[src/rtl/ec1_controller_if.sv]
// Purpose: bundles the controller <-> datapath control and status nets.
// Latency: none, wires only.
// Backpressure: none; the operator key (Enter) is the only pacing input.
// Ports (master = controller side):
//   Enter, IR, AnotZero                    : datapath/operator -> controller
//   IRload, PCload, JNZmux, INmux, Aload,
//   OutE, Halt, state, instr_count         : controller -> datapath/debug
interface ec1_controller_if;
    logic       Enter;
    logic [2:0] IR;
    logic       AnotZero;
    logic       IRload;
    logic       PCload;
    logic       JNZmux;
    logic       INmux;
    logic       Aload;
    logic       OutE;
    logic       Halt;
    logic [2:0] state;
    logic [7:0] instr_count;

    modport master (
        input  Enter, IR, AnotZero,
        output IRload, PCload, JNZmux, INmux, Aload, OutE, Halt, state, instr_count
    );

    modport slave (
        output Enter, IR, AnotZero,
        input  IRload, PCload, JNZmux, INmux, Aload, OutE, Halt, state, instr_count
    );
endinterface

[src/rtl/ec1_controller.sv]
// Purpose: Moore FSM sequencing the EC-1 datapath (fetch, decode, execute).
// Latency: 3 cycles per instruction; INPUT waits for an Enter edge (>= 1 cycle).
// Backpressure: INPUT stalls the machine until an Enter pulse; HALT stalls until Reset.
// Ports:
//   clk   : rising-edge clock for all state
//   Reset : synchronous active-high reset (also clears the datapath)
//   ctl   : ec1_controller_if master modport (operator key, opcode, flag, controls, debug)
module ec1_controller (
    input  logic              clk,
    input  logic              Reset,
    ec1_controller_if.master  ctl
);

    localparam logic [2:0] S_START  = 3'd0;
    localparam logic [2:0] S_FETCH  = 3'd1;
    localparam logic [2:0] S_DECODE = 3'd2;
    localparam logic [2:0] S_INPUT  = 3'd3;
    localparam logic [2:0] S_OUTPUT = 3'd4;
    localparam logic [2:0] S_DEC    = 3'd5;
    localparam logic [2:0] S_JNZ    = 3'd6;
    localparam logic [2:0] S_HALT   = 3'd7;

    logic [2:0] r_state;
    logic [2:0] w_next_state;
    logic       r_enter_q;
    logic       r_out_latch;
    logic [7:0] r_instr_count;
    logic       w_enter_pulse;

    // enter_q resets to 1 so a key already held when Reset drops does not
    // look like a fresh press.
    assign w_enter_pulse = ctl.Enter & ~r_enter_q;

    always_comb begin
        w_next_state = r_state;
        case (r_state)
            S_START:  w_next_state = S_FETCH;
            S_FETCH:  w_next_state = S_DECODE;
            S_DECODE: begin
                case (ctl.IR)
                    3'b000:  w_next_state = S_INPUT;
                    3'b001:  w_next_state = S_OUTPUT;
                    3'b010:  w_next_state = S_DEC;
                    3'b011:  w_next_state = S_JNZ;
                    3'b100:  w_next_state = S_HALT;
                    default: w_next_state = S_FETCH;   // unused opcodes act as NOP
                endcase
            end
            S_INPUT:  w_next_state = w_enter_pulse ? S_FETCH : S_INPUT;
            S_OUTPUT: w_next_state = S_FETCH;
            S_DEC:    w_next_state = S_FETCH;
            S_JNZ:    w_next_state = S_FETCH;
            S_HALT:   w_next_state = S_HALT;
            default:  w_next_state = S_START;
        endcase
    end

    always_ff @(posedge clk) begin
        if (Reset) begin
            r_state       <= S_START;
            r_enter_q     <= 1'b1;
            r_out_latch   <= 1'b0;
            r_instr_count <= 8'd0;
        end else begin
            r_state   <= w_next_state;
            r_enter_q <= ctl.Enter;
            if (r_state == S_OUTPUT) begin
                r_out_latch <= 1'b1;
            end
            if ((r_state == S_FETCH) && (r_instr_count != 8'hFF)) begin
                r_instr_count <= r_instr_count + 8'd1;
            end
        end
    end

    always_comb begin
        ctl.IRload = 1'b0;
        ctl.PCload = 1'b0;
        ctl.JNZmux = 1'b0;
        ctl.INmux  = 1'b0;
        ctl.Aload  = 1'b0;
        ctl.Halt   = 1'b0;
        case (r_state)
            S_FETCH: begin
                ctl.IRload = 1'b1;
                ctl.PCload = 1'b1;
            end
            S_INPUT: begin
                ctl.INmux = 1'b1;
                ctl.Aload = w_enter_pulse;
            end
            S_DEC: begin
                ctl.Aload = 1'b1;
            end
            S_JNZ: begin
                ctl.JNZmux = 1'b1;
                ctl.PCload = ctl.AnotZero;
            end
            S_HALT: begin
                ctl.Halt = 1'b1;
            end
            default: begin
            end
        endcase
    end

    // OutE rises combinationally in OUTPUT and is then held by the latch.
    assign ctl.OutE        = r_out_latch | (r_state == S_OUTPUT);
    assign ctl.state       = r_state;
    assign ctl.instr_count = r_instr_count;

endmodule
[src/flat_wrapper.sv]
// flat-port wrapper written by rule: the top's interface ports become plain ports
module ec1_controller_flat 
  (clk, Reset, ctl_Enter, ctl_IR, ctl_AnotZero, ctl_IRload, ctl_PCload, ctl_JNZmux, ctl_INmux, ctl_Aload, ctl_OutE, ctl_Halt, ctl_state, ctl_instr_count);
  ec1_controller_if ctl_i ();
  input  logic clk;
  input  logic Reset;
  input wire logic [$bits(ctl_i.Enter)-1:0] ctl_Enter;
  input wire logic [$bits(ctl_i.IR)-1:0] ctl_IR;
  input wire logic [$bits(ctl_i.AnotZero)-1:0] ctl_AnotZero;
  output wire logic [$bits(ctl_i.IRload)-1:0] ctl_IRload;
  output wire logic [$bits(ctl_i.PCload)-1:0] ctl_PCload;
  output wire logic [$bits(ctl_i.JNZmux)-1:0] ctl_JNZmux;
  output wire logic [$bits(ctl_i.INmux)-1:0] ctl_INmux;
  output wire logic [$bits(ctl_i.Aload)-1:0] ctl_Aload;
  output wire logic [$bits(ctl_i.OutE)-1:0] ctl_OutE;
  output wire logic [$bits(ctl_i.Halt)-1:0] ctl_Halt;
  output wire logic [$bits(ctl_i.state)-1:0] ctl_state;
  output wire logic [$bits(ctl_i.instr_count)-1:0] ctl_instr_count;
  assign ctl_i.Enter = ctl_Enter;
  assign ctl_i.IR = ctl_IR;
  assign ctl_i.AnotZero = ctl_AnotZero;
  assign ctl_IRload = ctl_i.IRload;
  assign ctl_PCload = ctl_i.PCload;
  assign ctl_JNZmux = ctl_i.JNZmux;
  assign ctl_INmux = ctl_i.INmux;
  assign ctl_Aload = ctl_i.Aload;
  assign ctl_OutE = ctl_i.OutE;
  assign ctl_Halt = ctl_i.Halt;
  assign ctl_state = ctl_i.state;
  assign ctl_instr_count = ctl_i.instr_count;
  ec1_controller u_core (.clk(clk), .Reset(Reset), .ctl(ctl_i));
endmodule
[config.mk]
export PLATFORM = sky130hd
export DESIGN_NAME = ec1_controller_flat
export DESIGN_NICKNAME = d
export VERILOG_FILES = /design/src/rtl/ec1_controller_if.sv /design/src/rtl/ec1_controller.sv /design/src/flat_wrapper.sv
export SDC_FILE = /design/constraint.sdc
export NUM_CORES = 1
export LEC_CHECK = 0
export CAP_MARGIN = 20
export CORE_UTILIZATION = 38
export CTS_CLUSTER_SIZE = 24
export DETAILED_ROUTE_END_ITERATION = 16
export PLACE_DENSITY = 0.82
export SYNTH_ARGS = -nofsm -noshare
export SYNTH_HDL_FRONTEND = slang
export SYNTH_SLANG_ARGS = --single-unit
[constraint.sdc]
create_clock -name clk -period 1.9 [get_ports clk]
set_clock_uncertainty 0.05 [all_clocks]
set_input_delay 0.285 -clock clk [delete_from_list [all_inputs] [get_ports clk]]
set_output_delay 0.285 -clock clk [all_outputs]
set_load 0.05 [all_outputs]
==> results of run 1 <==
-- through the flow --
stage	cells	power, W	hold slack [ns]
final	135	0.0006950	0.4809
after global routing	135	0.0007270	0.5048
after CTS	134	0.0006985	0.4856
after detailed placement	130	0.0005209	0.4632
after global placement	130	0.0005172	0.4518
after floorplan	80	0.0004460	0.3066
-- area by class of cell --
class                      count  area [um2]  area share, %
clock buffer                   4       26.28          2.456
inverter                       1       3.754         0.3509
tap                           25       31.28          2.924
sequential                    13       270.3          25.26
timing repair buffer          29       302.8          28.30
multi-input combinational     63       435.4          40.70
-- flip-flops by register name, indices dropped and copies added (netlist names) --
register                flops
u_core.ctl.instr_count      8
u_core.ctl.state            3
u_core.r_enter_q            1
u_core.r_out_latch          1
-- Yosys cell counts, types with 3 or more instances --
cell,number
a21oi_1,5
dfxtp_1,13
mux2i_1,3
nand2_1,7
nor2_1,7
nor2b_1,3
nor3_1,4
or2_2,3
-- timing repair --
| item | 4_1_cts | 5_1_grt |
|---|---|---|
| pin swaps | 0 | 0 |
| gates resized for setup | 3 | 2 |
| endpoints found under the setup margin | 2 | 2 |
| hold endpoints to repair | 0 | 0 |
| buffers inserted | 0 | 1 |
-- cell usage in the layout (no fill, tap or decap), types with 2 or more instances in the layout --
cell | Yosys | routed
a21oi_1 | 5 | 5
and3_1 | 2 | 2
buf_12 | 0 | 4
buf_4 | 0 | 11
clkbuf_4 | 0 | 3
clkdlybuf4s50_1 | 0 | 12
dfxtp_1 | 13 | 7
dfxtp_2 | 0 | 5
mux2i_1 | 3 | 3
nand2_1 | 7 | 7
nand3b_1 | 2 | 2
nor2_1 | 7 | 7
nor2b_1 | 3 | 2
nor3_1 | 4 | 4
o31ai_1 | 2 | 2
or2_2 | 3 | 3
or3_1 | 2 | 2
xor2_1 | 2 | 2
-- metal layers --
metal | wire length [um] | track usage (%) | vias up
li1 | - | - | 345
met1 | 729 | 20.49 | 325
met2 | 739 | 30.29 | 25
met3 | 88 | 4.800 | 5
met4 | 53 | 12.73 | 0
met5 | 0 | 0 | -
-- power groups by stage --
stage | registers, W | logic (W) | clock network (W)
detailed placement | 0.000308 | 0.000213 | 0
CTS | 0.000301 | 0.000216 | 0.000182
finish | 0.000301 | 0.000217 | 0.000176
global placement | 0.000307 | 0.000210 | 0
global route | 0.000303 | 0.000230 | 0.000193
floorplan | 0.000347 | 0.0000993 | 0
-- cells by family (layout without fill, tap and decap cells) --
family | count (synthesis) | after routing | synth area share, %
AO/OA/AOI/OAI | 14 | 14 | 13.95
XOR/XNOR | 3 | 3 | 3.757
adder cells (fa/ha/maj) | 1 | 1 | 1.789
buffers and inverters | 4 | 34 | 3.220
flip-flops | 13 | 13 | 37.21
multiplexers | 3 | 3 | 4.294
AND/OR/NAND/NOR | 42 | 42 | 35.78
-- worst max-delay path by stage --
stage | from | to | slack [ns] | cells past startpoint
6_report | u_core.ctl.instr_count[5]$_SDFFE_PP0P_ | ctl_instr_count[5] | 0.04 | 1
2_1_floorplan | u_core.ctl.state[1]$_SDFF_PP0_ | u_core.ctl.instr_count[5]$_SDFFE_PP0P_ | 0.01 | 5
5_1_grt | u_core.ctl.state[1]$_SDFF_PP0_ | ctl_PCload | 0.005 | 5
4_1_cts | u_core.ctl.state[2]$_SDFF_PP0_ | ctl_Aload | 0.003 | 5
3_5_place_dp | ctl_Enter | ctl_Aload | 0.05 | 5
3_3_place_gp | ctl_Enter | ctl_Aload | 0.17 | 5
==> results_dict.tcl, run 1 <==
set metrics [dict create \
    status "complete, no violations" \
    synth_area_leaders "dfxtp_1 (37%), mux2i_1 (4.3%), nand2_1 (3.8%)" \
    yosysSeqAreaShare_pct 37.21 \
    clk_latency_ns 0.28 \
    p_leak_nw 0.4116 \
    die_y_um 44.90 \
    hold_violations 0 \
    ios 25 \
    syn_inst 80 \
    hpwl_um 1214 \
    cts_max_level 1 \
    p_seq_share_pct 43.4 \
    hp-start "u_core.ctl.instr_count[1]$_SDFFE_PP0P_" \
    antenna_found_initial 0 \
    num_antenna_cells 0 \
    grt_use_total_pct 18.33 \
    r2r-end "u_core.ctl.instr_count[5]$_SDFFE_PP0P_" \
    routed_wl_um 1610 \
    vias 700 \
    cap_violations 0 \
    cts_made_buffers 3 \
    fillers 153 \
    yosysUniqueCellTypes 36 \
    ys.flop_type "dfxtp_1" \
    cts-root-buf "clkbuf_4" \
    grt_pass1_wl_um 2553 \
    fp.coreArea_mm2 0.001727 \
    period_share_pct 97.67 \
    cp.required_ns 1.56 \
    chipWidth_um 44.90 \
    worst_pin_slew_ns 0.4932 \
    p_comb_share_pct 31.3 \
    ant_nets 0 \
    crit_buf_inv 1 \
    drive_gt1_share_pct 33.64 \
    vdd_drop_max_uv 297.5 \
    row_count 15 \
    post-place-ws_ns 0.05246 \
    drt-initial-drc-count 3 \
    slew_headroom_pct 67.02 \
    rrSetupSlack_ns 0.16 \
    ctsHoldBuffers 0 \
    syn_to_final_growth_pct 52.95 \
    grt_pass1_vias 620 \
    slowest_stage "clkdlybuf4s50_1" \
    setup_slack_ns 0.04433 \
    cp.arrival_ns 1.52 \
    wire_per_inst_um 11.93 \
    ys_seq_elements 13 \
    rsz0062_at_grt "no" \
    synth_largest_area_cell "dfxtp_1" \
    cts_tree "done" \
    start_util_pct 40.51 \
    power_density_mw_per_mm2 649.7 \
    overflow 0 \
    synth.avg_cell_area_um2 8.743 \
    max_stage_delay_ns 0.83 \
    end_kind "output port" \
    grt_max_degree 14 \
    crit_fanout 5 \
    async_flop_share_pct 0 \
    fmax_mhz 538.9 \
    utilization_pct 61.96 \
    r2r-start "u_core.ctl.state[1]$_SDFF_PP0_" \
    switching_share_pct 33.30 \
    finalInstanceArea_mm2 0.001070 \
    syn-num-nets 88 \
    netlist_area_um2 699.4 \
    viasPerCell 5.185 \
    yosys.area.top_type_share_pct 37.21 \
    holdPathStages 2 \
    p_int_w 0.0004636 \
    portBuffers 24 \
    crit_chain "clkdlybuf4s50_1" \
    power_frac_clock_pct 25.4 \
    dieArea_mm2 0.002016 \
    drc_errors 0 \
    hold_end "u_core.ctl.instr_count[1]$_SDFFE_PP0P_" \
    cts_buffer_depth 2 \
    path_clk_slew_ns 0.08 \
    yosys_warnings 0 \
    placed_area_mm2 0.001026 \
    hp-class "flop to flop" \
    globalplace.congestion 0.8385 \
    firstDrtPassIters 4 \
    p_sw_w 0.0002315 \
    worstSetupPathType "flop to output port" \
    cp_top_family "buffers and inverters" \
    setup_violations 0 \
    tns_ns 0 \
    layout.nets 119 \
    clkSinkCount 13 \
    synth_edf_count 0 \
    start_kind "flop" \
    min_period_ns 1.856 \
    final_max_slew_viol_count 0 \
    r2r_cells 4 \
]
No activity file was read; power rests on OpenSTA's default activity.
==> inputs of run 2 (changes only) <==
HOLD_SLACK_MARGIN = 0.15   (was default)
==> results of run 2 <==
Final layout, timing and power as in run 1 (identical DEF).
==> inputs of run 3 (changes only) <==
--- a/config.mk
+++ b/config.mk
@@ -8,2 +8,3 @@
 export CAP_MARGIN = 20
+export CORE_MARGIN = 5
 export CORE_UTILIZATION = 38
--- a/constraint.sdc
+++ b/constraint.sdc
@@ -4,2 +4,2 @@
 set_output_delay 0.285 -clock clk [all_outputs]
-set_load 0.05 [all_outputs]
+set_load 0.02 [all_outputs]
==> results_dict.tcl, run 3 (same netlist as run 1, synthesis figures left out) <==
set metrics [dict create \
    status "complete, no violations" \
    grt_max_degree 14 \
    dieArea_mm2 0.002798 \
    portBuffers 24 \
    final_max_slew_viol_count 0 \
    cp.required_ns 2.05 \
    overflow 0 \
    busiest_layer "met2" \
    cts_made_buffers 3 \
    start_util_pct 40.07 \
    crit_chain "nand2b_4 > or4b_4 > or4_1 > a21oi_1" \
    final_common_cell "clkdlybuf4s50_1" \
    grt_pass1_wl_um 2794 \
    tns_ns 0 \
    chipWidth_um 52.90 \
    clkSinkCount 13 \
    routed_wl_um 1725 \
    row_count 15 \
    cts_tree "done" \
    fmax_mhz 549.6 \
    antenna_found_initial 0 \
    hpwl_um 1306 \
    grt_util_met3_pct 4.507 \
    firstDrtPassIters 4 \
    drt-initial-drc-count 7 \
    worst_pin_slew_ns 0.4649 \
    clk_latency_ns 0.28 \
    worstSetupPathType "flop to flop" \
    stdcell_count 135 \
    met2_usage_pct 21.07 \
    cp.arrival_ns 1.97 \
    dp_cells 131 \
    largest_reg_flops 8 \
    hp-class "flop to flop" \
    start_kind "flop" \
    num_antenna_cells 0 \
    fp.coreArea_mm2 0.001745 \
    path_clk_slew_ns 0.08 \
    viasPerCell 5.044 \
    vias 681 \
    cap_violations 0 \
    cts-root-buf "clkbuf_4" \
    grt_pass1_vias 630 \
    hold_violations 0 \
    syn_to_final_growth_pct 46.33 \
    drive_gt1_share_pct 18.18 \
    layout.nets 119 \
    cts_buffer_depth 2 \
    p_leak_nw 0.4049 \
    utilization_pct 58.64 \
    rsz0062_at_grt "no" \
    min_period_ns 1.819 \
    end_kind "flop" \
    crit_fanout 9 \
    grtUsageMet1_pct 16.55 \
    slowest_stage "or4_1" \
    die_y_um 52.90 \
    drc_errors 0 \
    ios 25 \
    final_cell_mix "clkdlybuf4s50_1 (18), dfxtp_1 (10), nand2_1 (7), nor2_1 (7)" \
    setup_violations 0 \
    period_share_pct 95.76 \
    slew_headroom_pct 68.91 \
    power_density_mw_per_mm2 606.0 \
    vdd_drop_max_uv 450.6 \
    max_stage_delay_ns 0.50 \
    wire_per_inst_um 12.78 \
    globalplace.congestion 0.8040 \
    cts_max_level 1 \
    post-cts-setup-buffer-count 0 \
    ant_nets 0 \
    ctsHoldBuffers 0 \
    grt_use_total_pct 14.04 \
]
[run 3: cell count changes in the layout (fill, tap and decap cells not counted), sizes merged]
cell           delta
buf              -11
clkbuf            +1
clkdlybuf4s15     +1
clkdlybuf4s50     +6
dlymetal6s2s      +1
dlygate4sd2       +2
[run 3: timing repair]
action                     CTS  global route
gates cloned                 0             0
setup endpoints to repair    7             4
gates resized for setup      9             4
[run 3: final timing paths]
path | from | to | slack, ns | depth (start not counted)
max reg2reg | u_core.ctl.state[1]$_SDFF_PP0_ | u_core.ctl.instr_count[5]$_SDFFE_PP0P_ | 0.08 | 4
min | u_core.ctl.state[1]$_SDFF_PP0_ | u_core.ctl.state[2]$_SDFF_PP0_ | 0.48 | 2
min reg2reg | u_core.ctl.state[1]$_SDFF_PP0_ | u_core.ctl.state[2]$_SDFF_PP0_ | 0.48 | 2
max | u_core.ctl.state[1]$_SDFF_PP0_ | u_core.ctl.instr_count[5]$_SDFFE_PP0P_ | 0.08 | 4
[run 3: layout make-up]
type | instances | area, um2
timing repair buffer | 29 | 271.5
fill | 169 | 721.9
sequential | 13 | 269.0
multi-input combinational | 63 | 421.7
tap | 25 | 31.28
inverter | 1 | 3.754
clock buffer | 4 | 26.28
[run 3: critical path: cells and delay by family (launching register included)]
family | cells | cell delay (ns)
DFF | 1 | 0.38
and+or+nand+nor | 3 | 1.16
AOI/OAI and AO/OA | 1 | 0.16
[run 3: metal layers]
metal / up-vias / share of wire, % / wire length [um]
met5: - / 0 / 0
met4: 0 / 3.3 / 57
met3: 4 / 7.3 / 126
met2: 21 / 46 / 791
met1: 309 / 43 / 750
li1: 347 / - / -
[run 3: stage by stage]
stage               worst slack [ns]  power [W]  hold slack (ns)  cell area, um2
finish                       0.08052  0.0006203           0.4772            1023
global route               0.0006128  0.0006583           0.5112            1023
global placement             -0.2261  0.0004587           0.4536           992.2
floorplan                    0.02606  0.0003958           0.3066           701.9
detailed placement           -0.3240  0.0004627           0.4735           992.2
CTS                          0.01570  0.0006321           0.4830            1022
[run 3: report_power, final]
part           leakage (nW)  total [W]  internal (W)  switching, W
registers             0.107   0.000306      0.000285     0.0000208
logic                 0.282   0.000143     0.0000751     0.0000676
clock network        0.0150   0.000172     0.0000815     0.0000902
